==> config.mk <==
export PLATFORM = sky130hd
export DESIGN_NAME = gnr_cycle_ctrl
export DESIGN_NICKNAME = d
export VERILOG_FILES = /design/src/rtl/gnr_ctrl_pkg.sv /design/src/rtl/gnr_cycle_ctrl.sv
export SDC_FILE = /design/constraint.sdc
export NUM_CORES = 1
export LEC_CHECK = 0
export ABC_CLOCK_PERIOD_IN_PS = 2700
export BUFFER_PORTS_ARGS = -buffer_cell sky130_fd_sc_hd__buf_2
export CAP_MARGIN = 20
export CORE_AREA = 2 2 122 124
export DETAILED_ROUTE_END_ITERATION = 12
export DIE_AREA = 0 0 124 126
export HOLD_SLACK_MARGIN = 0.08
export PLACE_DENSITY = 0.72
export SYNTH_ARGS = -nofsm -noshare
export SYNTH_HDL_FRONTEND = slang
export SYNTH_SLANG_ARGS = --single-unit
==> constraint.sdc <==
create_clock -name clk -period 2.7 [get_ports clk]
set_input_delay 0.27 -clock clk [delete_from_list [all_inputs] [get_ports clk]]
set_output_delay 0.27 -clock clk [all_outputs]
set_load 0.01 [all_outputs]
==> src/rtl/gnr_ctrl_pkg.sv <==
// Shared definitions for the gene-network cycle controller: default sizes and
// the FSM state encoding.
package gnr_ctrl_pkg;

   localparam int N_NODES_DEF = 4;
   localparam int STEP_W_DEF  = 32;

   typedef logic [2:0] state_t;

   localparam logic [2:0] ST_IDLE   = 3'd0;
   localparam logic [2:0] ST_INIT   = 3'd1;
   localparam logic [2:0] ST_STEP   = 3'd2;
   localparam logic [2:0] ST_CHECK  = 3'd3;
   localparam logic [2:0] ST_PSTEP  = 3'd4;
   localparam logic [2:0] ST_PCHECK = 3'd5;
   localparam logic [2:0] ST_DONE   = 3'd6;

endpackage

==> src/rtl/gnr_cycle_ctrl.sv <==
// Floyd cycle-detection sequencer for a Boolean gene-network core: finds an
// attractor with a tortoise/hare pair of node copies, then measures its period.
module gnr_cycle_ctrl
   import gnr_ctrl_pkg::*;
#(
   parameter int N_NODES = N_NODES_DEF,
   parameter int STEP_W  = STEP_W_DEF
) (
   input  logic                clk,
   input  logic                rst_n,
   input  logic                start,
   input  logic                abort,
   input  logic [N_NODES-1:0]  init_vec,
   input  logic [STEP_W-1:0]   max_steps,
   output logic                reset_nos,
   output logic [N_NODES-1:0]  init_state,
   output logic                start_s0,
   output logic                start_s1,
   input  logic [N_NODES-1:0]  s0_vec,
   input  logic [N_NODES-1:0]  s1_vec,
   output logic                busy,
   output logic                done,
   output logic                found,
   output logic                aborted,
   output logic [STEP_W-1:0]   steps,
   output logic [STEP_W-1:0]   period
);

   localparam logic [STEP_W-1:0] CNT_ONE = {{(STEP_W-1){1'b0}}, 1'b1};

   state_t              state_q, state_d;
   logic [STEP_W-1:0]   k_q, k_d;
   logic [STEP_W-1:0]   period_q, period_d;
   logic [STEP_W-1:0]   max_q, max_d;
   logic [STEP_W-1:0]   steps_q, steps_d;
   logic [N_NODES-1:0]  init_q, init_d;
   logic                found_q, found_d;
   logic                aborted_q, aborted_d;
   logic                busy_q, done_q, reset_nos_q, start_s0_q, start_s1_q;
   logic                run_active;
   logic                vec_match;

   assign run_active = (state_q == ST_INIT)  || (state_q == ST_STEP) ||
                       (state_q == ST_CHECK) || (state_q == ST_PSTEP) ||
                       (state_q == ST_PCHECK);
   assign vec_match  = (s0_vec == s1_vec);

   always_comb begin
      state_d   = state_q;
      k_d       = k_q;
      period_d  = period_q;
      max_d     = max_q;
      steps_d   = steps_q;
      init_d    = init_q;
      found_d   = found_q;
      aborted_d = aborted_q;

      case (state_q)
         ST_IDLE: begin
            if (start) begin
               init_d    = init_vec;
               max_d     = max_steps;
               k_d       = '0;
               period_d  = '0;
               found_d   = 1'b0;
               aborted_d = 1'b0;
               state_d   = ST_INIT;
            end
         end
         ST_INIT: begin
            state_d = (max_q == '0) ? ST_DONE : ST_STEP;
         end
         ST_STEP: begin
            k_d     = k_q + CNT_ONE;
            state_d = ST_CHECK;
         end
         ST_CHECK: begin
            // At odd k the tortoise has just taken its lone first step, so
            // equality there is meaningless and must not end detection.
            if (!k_q[0] && vec_match) begin
               state_d = ST_PSTEP;
            end else if (k_q == max_q) begin
               state_d = ST_DONE;
            end else begin
               state_d = ST_STEP;
            end
         end
         ST_PSTEP: begin
            period_d = period_q + CNT_ONE;
            state_d  = ST_PCHECK;
         end
         ST_PCHECK: begin
            if (vec_match) begin
               found_d = 1'b1;
               state_d = ST_DONE;
            end else if (period_q == max_q) begin
               period_d = '0;
               state_d  = ST_DONE;
            end else begin
               state_d = ST_PSTEP;
            end
         end
         ST_DONE: begin
            state_d = ST_IDLE;
         end
         default: begin
            state_d = ST_IDLE;
         end
      endcase

      // Abort overrides whatever the current state decided, including a match.
      if (abort && run_active) begin
         state_d   = ST_DONE;
         k_d       = k_q;
         period_d  = '0;
         found_d   = 1'b0;
         aborted_d = 1'b1;
      end

      if ((state_d == ST_DONE) && (state_q != ST_DONE)) begin
         steps_d = k_d;
      end
   end

   always_ff @(posedge clk) begin
      if (!rst_n) begin
         state_q     <= ST_IDLE;
         k_q         <= '0;
         period_q    <= '0;
         max_q       <= '0;
         steps_q     <= '0;
         init_q      <= '0;
         found_q     <= 1'b0;
         aborted_q   <= 1'b0;
         busy_q      <= 1'b0;
         done_q      <= 1'b0;
         reset_nos_q <= 1'b0;
         start_s0_q  <= 1'b0;
         start_s1_q  <= 1'b0;
      end else begin
         state_q     <= state_d;
         k_q         <= k_d;
         period_q    <= period_d;
         max_q       <= max_d;
         steps_q     <= steps_d;
         init_q      <= init_d;
         found_q     <= found_d;
         aborted_q   <= aborted_d;
         // Strobes are decoded from the next state so they line up with it.
         busy_q      <= (state_d != ST_IDLE);
         done_q      <= (state_d == ST_DONE);
         reset_nos_q <= (state_d == ST_INIT);
         start_s0_q  <= (state_d == ST_STEP);
         start_s1_q  <= (state_d == ST_STEP) || (state_d == ST_PSTEP);
      end
   end

   assign reset_nos  = reset_nos_q;
   assign init_state = init_q;
   assign start_s0   = start_s0_q;
   assign start_s1   = start_s1_q;
   assign busy       = busy_q;
   assign done       = done_q;
   assign found      = found_q;
   assign aborted    = aborted_q;
   assign steps      = steps_q;
   assign period     = period_q;

endmodule

* Word-level counts from Yosys, hierarchy flattened
Index checks and enable logic that the tools add are counted.
** Word-level totals
- Input bits :: 48
- Logic and storage cells :: 74
- Output and inout port bits :: 75
- Flip-flop bits (word level) :: 142
- Memories :: 0
- Bits in latches :: 0
- ROM bits :: 0
- Bits in writable memories :: 0
** Cells by class
- Divide/modulo/power cells :: 0
- $add $sub $neg :: 2
- Shift-type cells :: 0
- Bitwise operators :: 1
- Multiplexer cells :: 20
- Order comparisons :: 0
- Reductions and logical operators :: 21
- $mul :: 0
- Equality and inequality tests :: 17
** Operators with widths (number)
- $mux W32 :: 5
- $pmux W32 S3 :: 1
- $add A32 B1 Y32 const B :: 2
- $eq A32 B32 Y1 :: 2
- $pmux W32 S2 :: 1
- $logic_not A32 Y1 :: 1
- $pmux W3 S6 :: 1
- $mux W3 :: 5
- $eq A3 B3 Y1 const B :: 4
- $eq A3 B2 Y1 const B :: 3
- $eq A3 B1 Y1 const B :: 2
- $ne A2 B2 Y1 const B :: 3
- $reduce_bool A2 Y1 :: 3
- $reduce_bool A3 Y1 :: 2
- $logic_or A1 B1 Y1 :: 5
- $eq A4 B4 Y1 :: 1
- $mux W1 :: 4
- $mux W2 :: 2
- $reduce_and A2 Y1 :: 2
- $reduce_and A4 Y1 :: 1
- $logic_and A1 B1 Y1 :: 3
- $logic_not A3 Y1 :: 1
- $ne A3 B3 Y1 const B :: 1
- $reduce_and A3 Y1 :: 1
- 5 further kinds :: 5

* Longest topological paths before layout
- Depth after elaboration :: 9
- Depth in mapped cells :: 9
- Mapped depth without buffers :: 8

* Worst setup path before layout
No wires, ideal clock.
- Kind :: reg-to-reg
- Start point :: register period_q[3] (netlist: period[3])
- End point :: register period_q[21] (netlist: period[21])
- Path buffers :: 1
- Arrival time :: 2.253 ns
- Stages on the path, launching flop included :: 9
- Clock period less this slack :: 2.312 ns
- Data required time :: 2.641 ns
- Slack :: 0.388 ns
- Library setup time :: 0.059 ns
- Cell sequence :: dfxtp_1 -> xor2_1 -> nor4_1 -> nand4_1 -> o32a_1 -> or2_1 -> buf_6 -> or4_1 -> nand2_1
** Between the ends
- Word-level cells in the longest chain between the ends :: 3
- Elaborated cells on any way between the ends :: 5
- Classes of those cells :: add/sub (1); eq/ne (2); mux (1); reduce/logical (1)
** RTL lines
- start, declared :: RTL line gnr_cycle_ctrl.sv:33 : logic [STEP_W-1:0] period_q, period_d;
- start signal, assigned :: RTL line gnr_cycle_ctrl.sv:143 : period_q <= period_d;
- parallel branches: the longest is 3 deep, another holds $add A32 B1 Y32
Parallel ways; which one is timed is not known.
A chain may end at the register's enable or synchronous reset.

* Worst setup path after layout
- Start point :: register period_q[15] (netlist: period[15])
- End point :: register period_q[19] (netlist: period[19])
The elaborated chain is that of the path after synthesis.

==> impl_metrics.py <==
metrics = {
    "run_status": {
        "run_status": "finished clean",
    },
    "place": {
        "pre_cts_ws_ns": 0.226,
        "routabilityCongestion": 0.936,
        "post-dp-hpwl_microns": 15100,
        "port-buffer-count": 122,
        "dp.cells": 1161,
    },
    "synth": {
        "synth_edf_count": 0,
        "async_reset_ff_share_pct": 0,
        "ys_types": 59,
        "ys.flop_type": "dfxtp_1",
        "syn-num-nets": 921,
        "ys_ff_latch": 142,
        "synthesis.instances": 871,
        "yosys_warnings": 0,
        "syn_area_sq_um": 7070,
        "synth_top_area_share_pct": 40.2,
        "synth_largest_area_cell": "dfxtp_1",
        "avgSynthCellArea_sq_um": 8.11,
        "seq_area_frac_synth_pct": 40.2,
        "ys_top_cells_by_area": "dfxtp_1 40%, nand2_1 8.2%, xor2_1 6.8%, a21oi_1 5.7%, xnor2_1 3.2%",
    },
    "detailed_routing": {
        "drc": 0,
        "routed_wl_microns": 21900,
        "dr.first_iter.drc_count": 641,
        "post_drt_wl_per_cell_microns": 18.1,
        "dr.pass1.iters": 6,
        "post_drt_via_cell_ratio": 5.83,
        "vias": 7050,
        "ant_nets": 0,
    },
    "setup_path": {
        "cp-end-kind": "flip-flop",
        "cp.arrival_ns": 2.90,
        "slowest_stage": "or4_1",
        "path_cells": "xor2_1, nor4_1, nand4_1, o32a_1, or2_1, or4_1, nand2_1",
        "critical_path_class": "reg2reg",
        "r2r.worst_path.cells": 7,
        "critPathMaxStageDelay_ns": 0.50,
        "path_max_fanout": 12,
        "required_ns": 3.08,
        "rr_startpoint": "period[15]",
        "start_kind": "flip-flop",
        "reg2reg_setup_slack_ns": 0.17,
        "r2r-end": "period[19]",
    },
    "cells_and_area": {
        "nets": 1064,
        "area_growth_pct": 26.6,
        "layout_commonest_cell": "nand2_1",
        "fin_cells": 1210,
        "drive_gt1_share_pct": 22.2,
        "antenna_cells": 0,
        "final_cell_mix": "155 x nand2_1, 142 x dfxtp_1, 122 x buf_2",
    },
    "power_and_ir_drop": {
        "power_frac_clock_pct": 45.7,
        "vdd_ir_drop_max_mv": 0.558,
        "power_switching_uw": 1860,
        "powerDensity_nw_per_um2": 741,
        "combinationalPowerShare_pct": 19.2,
        "seq_power_share_pct": 35.1,
        "leakage_uw": 0.00416,
        "netSwitchingFraction_pct": 28.0,
        "power.total_uw": 6630,
        "internal_power_uw": 4770,
    },
    "timing": {
        "hold_violations": 0,
        "slew_viol_final": 0,
        "rsz0062_at_grt": "no",
        "setup_tns_ns": 0,
        "period_minus_slack_ns": 2.53,
        "skew_ns": 0.00724,
        "setup_viol": 0,
        "relSlewSlack_pct": 48.0,
        "clock.fmax_mhz": 396,
        "period_share_pct": 93.5,
        "fin_ws_ns": 0.175,
        "worst_pin_slew_ns": 0.780,
    },
    "clock_tree": {
        "clock_latency_ns": 0.43,
        "cts_root_buf": "clkbuf_16",
        "cts_htree_levels": 4,
        "clk_pin_slew_ns": 0.06,
        "cts_resized": 0,
        "cts_tree": "done",
        "clock_path_buffers": 2,
        "clkSinkCount": 142,
        "cts_made_buffers": 17,
        "cts_setup_buffers": 0,
    },
    "floorplanning": {
        "io_pins": 123,
        "start_util_pct": 49.4,
        "fp-row-count": 44,
        "core-area_sq_um": 14300,
        "die_w_microns": 124,
        "dieArea_sq_um": 15600,
        "die_h_microns": 126,
    },
    "global_routing": {
        "grt_util_met2_pct": 41.8,
        "grt_busiest_layer": "met2",
        "grtUsageMet1_pct": 40.8,
        "grt_pass1_vias": 6442,
        "antenna_found_initial": 0,
        "grt_pass1_wl_microns": 34200,
        "grt_max_degree": 58,
        "grt_use_total_pct": 28.2,
        "met3_usage_pct": 6.39,
        "overflow": 0,
    },
    "min_path": {
        "holdPathEnd": "max_q[20]",
        "whs_path_depth": 3,
        "min-delay-start": "max_steps[20]",
        "hp-class": "in2reg",
    },
    "flow_run": {
        "maxCapViolCount": 0,
    },
}
==> final cells by class <==
class	count	area, sq um
fill	1288	5370
timing repair buffer	179	1110
sequential	142	2840
multi-input combinational	652	3920
clock buffer	21	480
tap	184	230
clock inverter	10	279
inverter	22	82.6
==> flip-flops by register name, indices dropped and copies added, names as in the netlist <==
name and count:
reset_nos 1, start_s1 1, max_q 32, state_q 3, init_state 4, period 32, done 1, busy 1
steps 32, aborted 1, found 1, start_s0 1, k_q 32
==> cells by family after synthesis <==
kind of cell             after synthesis  share of synthesized area [%]
AND/OR/NAND/NOR                      364                           25.3
XOR/XNOR                              81                           10.0
buffers and inverters                 77                           4.44
AO/OA/AOI/OAI                        190                           17.5
adder cells (fa/ha/maj)                2                          0.354
flip-flops                           142                           40.2
multiplexers                          15                           2.12
==> per-stage QoR <==
stage / util, % / hold slack [ns] / instance area (sq um)
global route: 62.5 / 0.0909 / 8950
global placement: 55.9 / 0.443 / 8010
finish: 62.5 / 0.0879 / 8950
floorplan: - / 0.406 / 7070
CTS: 62.5 / 0.0824 / 8950
detailed placement: 55.9 / 0.447 / 8010
==> how the worst max path moves through the flow <==
stage | slack (ns) | depth (start not counted) | start | to
4_1_cts | 0.21 | 8 | max_q[9] | steps[30]
5_1_grt | 0.02 | 7 | period[3] | period[13]
3_3_place_gp | 0.22 | 7 | period[15] | period[13]
3_5_place_dp | 0.23 | 8 | max_q[9] | steps[13]
6_report | 0.17 | 7 | period[15] | period[19]
2_1_floorplan | 0.39 | 8 | period[3] | period[21]
==> layer usage <==
layer | up-vias | share of wire [%]
met2 | 316 | 45
met4 | 0 | 1.7
met5 | - | 0
met1 | 3325 | 46
li1 | 3375 | -
met3 | 34 | 8.1
==> critical path, delay by kind of cell (launching register included) <==
family | cells | cell delay, ns
AND/OR/NAND/NOR | 5 | 1.41
flip-flops | 1 | 0.48
AO/OA/AOI/OAI | 1 | 0.44
XOR/XNOR | 1 | 0.12
==> repair_timing <==
action,in CTS,in global routing
setup endpoints to repair,0,0
hold buffers,18,0
endpoints found under the hold margin,18,0
==> synthesized netlist by cell type (all sizes together), types with 14 or more instances <==
| library cell | n |
|---|---|
| a21oi | 80 |
| a31o | 23 |
| and3 | 26 |
| buf | 14 |
| clkbuf | 41 |
| dfxtp | 142 |
| inv | 22 |
| mux2i | 15 |
| nand2 | 156 |
| nand3 | 22 |
| nand4 | 19 |
| nor2 | 40 |
| nor3 | 24 |
| nor4 | 26 |
| o21ai | 28 |
| xnor2 | 26 |
| xor2 | 55 |
==> power groups by stage <==
stage          Sequential [uW]  Clock [uW]  Combinational [uW]
2_1_floorplan             2340           0                 823
3_3_place_gp              2360           0                1210
3_5_place_dp              2370           0                1220
4_1_cts                   2320        3040                1250
5_1_grt                   2340        3140                1390
6_report                  2320        3030                1270
(Power assumes the default switching activity.)
